**config.mk**
```make
export PLATFORM = sky130hd
export DESIGN_NAME = control_unit
export DESIGN_NICKNAME = d
export VERILOG_FILES = /design/src/rtl/cpu_ctrl_pkg.sv /design/src/rtl/ctrl_decode.sv /design/src/rtl/control_unit.sv
export SDC_FILE = /design/constraint.sdc
export NUM_CORES = 1
export LEC_CHECK = 0
export CELL_PAD_IN_SITES_DETAIL_PLACEMENT = 1
export CELL_PAD_IN_SITES_GLOBAL_PLACEMENT = 1
export CORE_UTILIZATION = 24
export CTS_BUF_LIST = sky130_fd_sc_hd__clkbuf_4
export CTS_CLUSTER_DIAMETER = 50
export DETAILED_ROUTE_END_ITERATION = 8
export GPL_TIMING_DRIVEN = 0
export PLACE_DENSITY_LB_ADDON = 0.3
export SLEW_MARGIN = 40
export SYNTH_ARGS = -nofsm -noshare
export SYNTH_HDL_FRONTEND = slang
export SYNTH_SLANG_ARGS = --single-unit
```
**constraint.sdc**
```tcl
create_clock -name clock -period 3.15 [get_ports clock]
set_input_delay 0.945 -clock clock [delete_from_list [all_inputs] [get_ports clock]]
set_output_delay 0.945 -clock clock [all_outputs]
set_load 0.03 [all_outputs]
```
**src/rtl/cpu_ctrl_pkg.sv**
```systemverilog
// Shared constants and types for the hardwired fetch/execute control unit.
package cpu_ctrl_pkg;

    localparam int OPC_HI = 31;
    localparam int OPC_LO = 27;
    localparam int RA_HI  = 26;
    localparam int RA_LO  = 23;
    localparam int RB_HI  = 22;
    localparam int RB_LO  = 19;
    localparam int RC_HI  = 18;
    localparam int RC_LO  = 15;

    localparam logic [4:0] OP_ADD  = 5'b00011;
    localparam logic [4:0] OP_SUB  = 5'b00100;
    localparam logic [4:0] OP_SHR  = 5'b00101;
    localparam logic [4:0] OP_SHL  = 5'b00110;
    localparam logic [4:0] OP_ROL  = 5'b00111;
    localparam logic [4:0] OP_ROR  = 5'b01000;
    localparam logic [4:0] OP_AND  = 5'b01001;
    localparam logic [4:0] OP_OR   = 5'b01010;
    localparam logic [4:0] OP_MUL  = 5'b01110;
    localparam logic [4:0] OP_DIV  = 5'b01111;
    localparam logic [4:0] OP_NEG  = 5'b10000;
    localparam logic [4:0] OP_NOT  = 5'b10001;
    localparam logic [4:0] OP_NOP  = 5'b11010;
    localparam logic [4:0] OP_HALT = 5'b11011;

    typedef enum logic [2:0] {
        S_IDLE = 3'd0, S_T0, S_T1, S_T2, S_T3, S_T4, S_T5, S_T6
    } state_e;

    typedef enum logic [3:0] {
        ALU_NONE = 4'd0, ALU_ADD, ALU_SUB, ALU_AND, ALU_OR, ALU_SHR, ALU_SHL,
        ALU_ROR, ALU_ROL, ALU_MUL, ALU_DIV, ALU_NEG, ALU_NOT
    } alu_op_e;

    typedef enum logic [2:0] {
        C_ALU3, C_MULDIV, C_UNARY, C_NOP, C_HALT, C_ILLEGAL
    } op_class_e;

endpackage

```
**src/rtl/ctrl_decode.sv**
```systemverilog
// Opcode decoder: instruction class that shapes the execute steps, plus ALU op.
module ctrl_decode
    import cpu_ctrl_pkg::*;
(
    input  logic [4:0] opcode,
    output op_class_e  op_class,
    output alu_op_e    alu_op
);

    always_comb begin
        op_class = C_ILLEGAL;
        alu_op   = ALU_NONE;
        case (opcode)
            OP_ADD:  begin op_class = C_ALU3;   alu_op = ALU_ADD; end
            OP_SUB:  begin op_class = C_ALU3;   alu_op = ALU_SUB; end
            OP_SHR:  begin op_class = C_ALU3;   alu_op = ALU_SHR; end
            OP_SHL:  begin op_class = C_ALU3;   alu_op = ALU_SHL; end
            OP_ROL:  begin op_class = C_ALU3;   alu_op = ALU_ROL; end
            OP_ROR:  begin op_class = C_ALU3;   alu_op = ALU_ROR; end
            OP_AND:  begin op_class = C_ALU3;   alu_op = ALU_AND; end
            OP_OR:   begin op_class = C_ALU3;   alu_op = ALU_OR;  end
            OP_MUL:  begin op_class = C_MULDIV; alu_op = ALU_MUL; end
            OP_DIV:  begin op_class = C_MULDIV; alu_op = ALU_DIV; end
            OP_NEG:  begin op_class = C_UNARY;  alu_op = ALU_NEG; end
            OP_NOT:  begin op_class = C_UNARY;  alu_op = ALU_NOT; end
            OP_NOP:  op_class = C_NOP;
            OP_HALT: op_class = C_HALT;
            default: op_class = C_ILLEGAL;
        endcase
    end

endmodule

```
**src/rtl/control_unit.sv**
```systemverilog
// Hardwired Moore control unit: fetch (T0..T2) then class-specific execute steps,
// with run/halt/stop handling. Outputs decode from the state register and ir.
module control_unit
    import cpu_ctrl_pkg::*;
(
    input  logic        clock,
    input  logic        clear,
    input  logic        start,
    input  logic        stop,
    input  logic [31:0] ir,
    output logic        PCout,
    output logic        MARin,
    output logic        IncPC,
    output logic        Zin,
    output logic        PCin,
    output logic        Read,
    output logic        MDRin,
    output logic        MDRout,
    output logic        IRin,
    output logic        Yin,
    output logic        Zlowout,
    output logic        Zhighout,
    output logic        LOin,
    output logic        HIin,
    output logic        Gra,
    output logic        Grb,
    output logic        Grc,
    output logic        Rin,
    output logic        Rout,
    output logic [3:0]  alu_op,
    output logic        run,
    output logic        halted,
    output logic        illegal
);

    state_e    state_q, state_d;
    logic      halted_q, halted_d;
    logic      last;
    op_class_e op_class;
    alu_op_e   dec_alu;

    // Register fields are consumed by the datapath's select logic, not here.
    logic unused_ir;
    assign unused_ir = ^ir[RA_HI:0];

    ctrl_decode u_dec (
        .opcode   (ir[OPC_HI:OPC_LO]),
        .op_class (op_class),
        .alu_op   (dec_alu)
    );

    always_ff @(posedge clock or negedge clear) begin
        if (!clear) begin
            state_q  <= S_IDLE;
            halted_q <= 1'b0;
        end else begin
            state_q  <= state_d;
            halted_q <= halted_d;
        end
    end

    always_comb begin
        state_d  = state_q;
        halted_d = halted_q;
        last     = 1'b0;
        case (state_q)
            S_IDLE: if (start && !stop) begin
                state_d  = S_T0;
                halted_d = 1'b0;
            end
            S_T0: state_d = S_T1;
            S_T1: state_d = S_T2;
            S_T2: case (op_class)
                C_ALU3, C_MULDIV, C_UNARY: state_d = S_T3;
                C_HALT: begin
                    state_d  = S_IDLE;
                    halted_d = 1'b1;
                end
                default: last = 1'b1;
            endcase
            S_T3: state_d = S_T4;
            S_T4: if (op_class == C_UNARY) last = 1'b1; else state_d = S_T5;
            S_T5: if (op_class == C_ALU3) last = 1'b1; else state_d = S_T6;
            S_T6: last = 1'b1;
            default: state_d = S_IDLE;
        endcase
        // stop only matters on the final step, so an instruction always completes
        if (last) state_d = stop ? S_IDLE : S_T0;
    end

    always_comb begin
        {PCout, MARin, IncPC, Zin, PCin, Read, MDRin, MDRout, IRin, Yin,
         Zlowout, Zhighout, LOin, HIin, Gra, Grb, Grc, Rin, Rout} = '0;
        alu_op  = ALU_NONE;
        illegal = 1'b0;
        run     = (state_q != S_IDLE);
        halted  = halted_q;
        case (state_q)
            S_T0: {PCout, MARin, IncPC, Zin} = '1;
            S_T1: {Zlowout, PCin, Read, MDRin} = '1;
            S_T2: begin
                {MDRout, IRin} = '1;
                illegal = (op_class == C_ILLEGAL);
            end
            S_T3: case (op_class)
                C_ALU3:   {Grb, Rout, Yin} = '1;
                C_MULDIV: {Gra, Rout, Yin} = '1;
                C_UNARY: begin
                    {Grb, Rout, Zin} = '1;
                    alu_op = dec_alu;
                end
                default: ;
            endcase
            S_T4: case (op_class)
                C_ALU3: begin
                    {Grc, Rout, Zin} = '1;
                    alu_op = dec_alu;
                end
                C_MULDIV: begin
                    {Grb, Rout, Zin} = '1;
                    alu_op = dec_alu;
                end
                C_UNARY: {Zlowout, Gra, Rin} = '1;
                default: ;
            endcase
            S_T5: case (op_class)
                C_ALU3:   {Zlowout, Gra, Rin} = '1;
                C_MULDIV: {Zlowout, LOin} = '1;
                default: ;
            endcase
            S_T6: if (op_class == C_MULDIV) {Zhighout, HIin} = '1;
            default: ;
        endcase
    end

endmodule

```
* Yosys cells after proc, flatten, opt, wreduce, memory -nomap -nowiden
Index checks and enable logic that the tools add are counted.
** Storage, ports and cells
- Flip-flop bits (word level) :: 4
- Output and inout bits :: 26
** Cells by class
- Equal/unequal tests :: 31
- Reduce and logical (&&, ||, !) cells :: 16
- Mux-type cells :: 37
** Operators with widths (number)
- one-hot mux 4 bit (12 select lines) :: 1
- equality test 5 x 4 -> 1 bit, second input constant :: 5
- one-hot mux 3 bit (7 select lines) :: 1
- equality test 5 x 3 -> 1 bit, second input constant :: 4
- equality test 5 bit, second input constant :: 4
- equality test 3 bit, second input constant :: 6
- two-way mux 1 bit :: 18
- one-hot mux 3 bit (5 select lines) :: 1
- two-way mux 3 bit :: 4
- equality test 3 x 2 -> 1 bit, second input constant :: 3
- != test 3 bit, second input constant :: 3
- one-hot mux 1 bit (3 select lines) :: 3
- two-way mux 4 bit :: 2
- one-hot mux 1 bit (2 select lines) :: 4
- one-hot mux 4 bit (2 select lines) :: 1
- nonzero test 8 bit :: 1
- OR reduction 2 bit :: 4
- OR reduction 8 bit :: 1
- equality test 3 x 1 -> 1 bit, second input constant :: 2
- zero test 3 bit :: 2
- one-hot mux 3 bit (2 select lines) :: 1
- equality test 5 x 2 -> 1 bit, second input constant :: 1
- AND reduction 5 bit :: 1
- != test 2 bit, second input constant :: 2
- other kinds (9) :: 9

* Depth between registers and ports, before layout
- Depth after elaboration :: 9
- Depth in mapped cells :: 6
- Gate-level depth less buffers :: 4

* Hierarchy
From an unflattened synthesis, not the netlist that was laid out.
** Second synthesis, totals
- Cell total of the unflattened synthesis :: 116
- Area total of the unflattened synthesis :: 834.6 µm²
** Modules (own cells, without submodules)
- control_unit :: cells an instance 71, times used 1, area an instance 551.8 µm²
- ctrl_decode :: cells an instance 45, times used 1, area an instance 282.8 µm²

* Worst setup path after synthesis
OpenSTA, ideal clock, no wires.
- Path kind :: input to output
- Start :: in ir[30]
- End :: out Zlowout
- Data required time :: 2205 ps
- Stages on the path :: 5
- Setup slack :: -354 ps
- Data arrival time :: 2559 ps
- Path buffers :: 2
- Cell sequence :: buf_2 -> buf_4 -> nand4_1 -> nor3b_1 -> a211o_1
** Between the ends
- Cells in the longest elaborated chain, start to end :: 7
** RTL lines
- start: declaration :: line control_unit.sv:10 : input logic [31:0] ir,
- equality test 5 x 2 -> 1 bit (tied with other cells) :: line ctrl_decode.sv:13 : case (opcode)
- OR reduction 8 bit (no source line) or OR reduction 2 bit (tied branches)
- one-hot mux 3 bit (5 select lines) * :: line ctrl_decode.sv:13
- equality test 3 x 1 -> 1 bit or zero test 3 bit (tied branches) :: line control_unit.sv:126 : S_T5: case (op_class)
- OR reduction 2 bit (no source line)
- two-way mux 1 bit :: line control_unit.sv:126
- one-hot mux 1 bit (3 select lines) * :: line control_unit.sv:98 : case (state_q)
- end: declaration :: line control_unit.sv:21 : output logic Zlowout,
Every way passes the cells marked *; elsewhere a longest branch is shown, timed or not.

* Final worst setup path
- Start :: in ir[30]
- End :: out alu_op[0]
** Between the ends
- Cells in the longest elaborated chain, start to end :: 7
** RTL lines
- equality test 5 x 2 -> 1 bit (tied with other cells) :: line ctrl_decode.sv:13
- OR reduction 8 bit (no source line) or OR reduction 2 bit (tied branches)
- one-hot mux 3 bit (5 select lines) :: line ctrl_decode.sv:13
- equality test 3 x 1 -> 1 bit or zero test 3 bit (tied branches) :: line control_unit.sv:114 : S_T4: case (op_class)
- OR reduction 2 bit (no source line)
- two-way mux 4 bit :: line control_unit.sv:114
- one-hot mux 4 bit (2 select lines) * :: line control_unit.sv:98
- end: declaration :: line control_unit.sv:30 : output logic [3:0] alu_op,
Marked as above.

==> impl_metrics.tcl <==
set metrics [dict create \
    startpoint "ir[30]" \
    numCtsBuffers 3 \
    setup_viol 3 \
    ys_types 50 \
    r2r-start "state_q[1]$_DFFE_PN0P_" \
    cts.clk_slew.worst_paths_ns 0.04 \
    fin_crit_sh 1.005 \
    multi_input_area_um2 775.7 \
    peakVddDrop_uv 158.4 \
    core_um2 3442 \
    route.detailed.drc 0 \
    max_freq_mhz 316.0 \
    layout.nets 213 \
    antenna_found_initial 0 \
    ioPinCount 62 \
    holdCritPathClass "reg2reg" \
    seq_area_um2 100.1 \
    ff2ff_setup_slack_ns 1.66 \
    synth_edf_count 0 \
    path_class "in2out" \
    start_util 0.2592 \
    hold_violations 0 \
    ys_ff_latch 4 \
    leakagePower_nw 0.6279 \
    syn_area_um2 892.1 \
    placed_area_um2 1311 \
    r2r_end "state_q[0]$_DFFE_PN0P_" \
    dr.pass1.iters 4 \
    layout_commonest_cell "buf_4" \
    fp.dieH_um 62.97 \
    grt_max_degree 11 \
    first_global_vias 1134 \
    power_density_nw_per_um2 635.0 \
    row_count 21 \
    path_max_fanout 4 \
    grt_pass1_wl_um 5637 \
    final_max_slew_viol_count 0 \
    grt_overflow_total 0 \
    yosysSeqAreaShare 0.1122 \
    rr_worst_depth 5 \
    grt_usage 0.1778 \
    fin_skew_ns 0.002709 \
    antennaDiodeCount 0 \
    globalplace.congestion 0.9003 \
    port_buffers 34 \
    period_minus_slack_ns 3.164 \
    final_cell_mix "buf_4, clkdlybuf4s50_1, nor2_1, nand2b_1" \
    yosysWarnings 0 \
    start_kind "primary input" \
    via_per_inst 5.100 \
    clk_latency_ns 0.23 \
    worstHoldPathCells 2 \
    routed_wl_um 3599 \
    grt_setup_unrepaired "yes" \
    violations "negative setup slack" \
    cts-root-buf "clkbuf_4" \
    end_kind "primary output" \
    cap_violations 0 \
    worstMarginPinSlew_ns 0.4978 \
    dieArea_um2 3965 \
    vias 1127 \
    clk_path_buf_depth 2 \
    synth_ff_type "dfrtp_1" \
    drive_gt1_frac 0.4400 \
    dp_hpwl_um 2458 \
    synth_cells 127 \
    drt-wirelength-per-cell_um 16.29 \
    fillers 442 \
    design_area_um2 1505 \
    cts_tree "yes" \
    crit_arrival_ns 2.22 \
    relSlewSlack 0.6681 \
    status "finished, violations left" \
    dpl_worst_slack_ns -1.098 \
    die_w_um 62.97 \
    ant_nets 0 \
    syn_avg_cell_area_um2 7.024 \
    h-tree-depth 1 \
    async_flop_share 1.000 \
    endpoint "alu_op[0]" \
    area_delta_synth_final_pct 68.72 \
    worst_slack_ns -0.01435 \
    synth_nets 163 \
    cts.sinks 4 \
    crit_required_ns 2.20 \
    drtIter0Drc 25 \
]
[registers in the layout, summed over array words and instances (netlist names)]
| signal | count |
|---|---|
| state_q | 3 |
| halted | 1 |
[kinds of logic after synthesis]
| family | Yosys count | share of synthesized area |
|---|---|---|
| compound gates | 37 | 0.3128 |
| simple gates | 58 | 0.3871 |
| mux | 2 | 0.02805 |
| flops | 4 | 0.1122 |
| buf+inv | 24 | 0.1403 |
| xor+xnor | 2 | 0.01964 |
[area by class of cell]
| cell class | instances | share of cell area |
|---|---|---|
| buffer | 18 | 0.09061 |
| multi-input combinational | 99 | 0.5154 |
| sequential | 4 | 0.06650 |
| inverter | 6 | 0.01496 |
| clock buffer | 3 | 0.01496 |
| tap | 46 | 0.03824 |
| timing repair buffer | 45 | 0.2594 |
[how the worst min path moves through the flow]
stage	from	to
final	halted$_DFFE_PN0P_	halted$_DFFE_PN0P_
after global placement	halted$_DFFE_PN0P_	halted$_DFFE_PN0P_
after detailed placement	halted$_DFFE_PN0P_	halted$_DFFE_PN0P_
after floorplan	state_q[2]$_DFFE_PN0P_	state_q[0]$_DFFE_PN0P_
after global routing	halted$_DFFE_PN0P_	halted$_DFFE_PN0P_
after CTS	halted$_DFFE_PN0P_	halted$_DFFE_PN0P_
[routing by layer]
layer	GRT usage	routed length, µm	share of wire
met1	0.2155	1591	0.44
met5	0	0	0
met3	0.02007	94	0.026
met4	0.02616	4	0.0011
met2	0.3347	1908	0.53
[synthesized netlist by cell type (all sizes together) (2+ instances only)]
| cell | count | share of area |
|---|---|---|
| buf | 16 | 0.11 |
| nor2 | 13 | 0.063 |
| nand2b | 8 | 0.056 |
| a21oi | 7 | 0.039 |
| nand2 | 7 | 0.029 |
| o21ai | 7 | 0.039 |
| inv | 6 | 0.025 |
| nor2b | 6 | 0.042 |
| nor3 | 6 | 0.050 |
| a31oi | 4 | 0.042 |
| dfrtp | 4 | 0.11 |
| nand3 | 4 | 0.022 |
| a211oi | 3 | 0.031 |
| and2 | 3 | 0.021 |
| and3 | 2 | 0.014 |
| clkbuf | 2 | 0.0084 |
| nand4 | 2 | 0.014 |
| o211ai | 2 | 0.017 |
| or3 | 2 | 0.014 |
[metrics by stage]
step | instances | setup TNS [ns] | power, W | hold slack [ns] | utilization
global placement | 207 | -14.85 | 0.0008253 | 0.5082 | 0.3810
detailed placement | 207 | -15.35 | 0.0008435 | 0.5022 | 0.3810
global route | 221 | -0.3862 | 0.001016 | 0.5632 | 0.4373
finish | 221 | -0.02899 | 0.0009558 | 0.5018 | 0.4373
floorplan | 127 | -0.04304 | 0.0005877 | 0.5928 | -
CTS | 217 | -0.1553 | 0.0009332 | 0.5103 | 0.4162
[critical path: stages]
cell	delay, ns
buf_8	0.11
or4b_4	0.57
buf_6	0.15
nor2_2	0.09
a31oi_1	0.06
nor3_2	0.12
buf_4	0.18
[power breakdown]
part | internal, W | switching [W]
Combinational | 0.000327 | 0.000467
Clock | 0.0000426 | 0.0000207
Sequential | 0.0000747 | 0.0000238
[repair_timing]
item,CTS,global route
setup buffers,7,4
setup endpoints to repair,19,14
pin swaps,12,10
gates resized for setup,123,21
hold buffers,0,0
(Power assumes the default switching activity.)
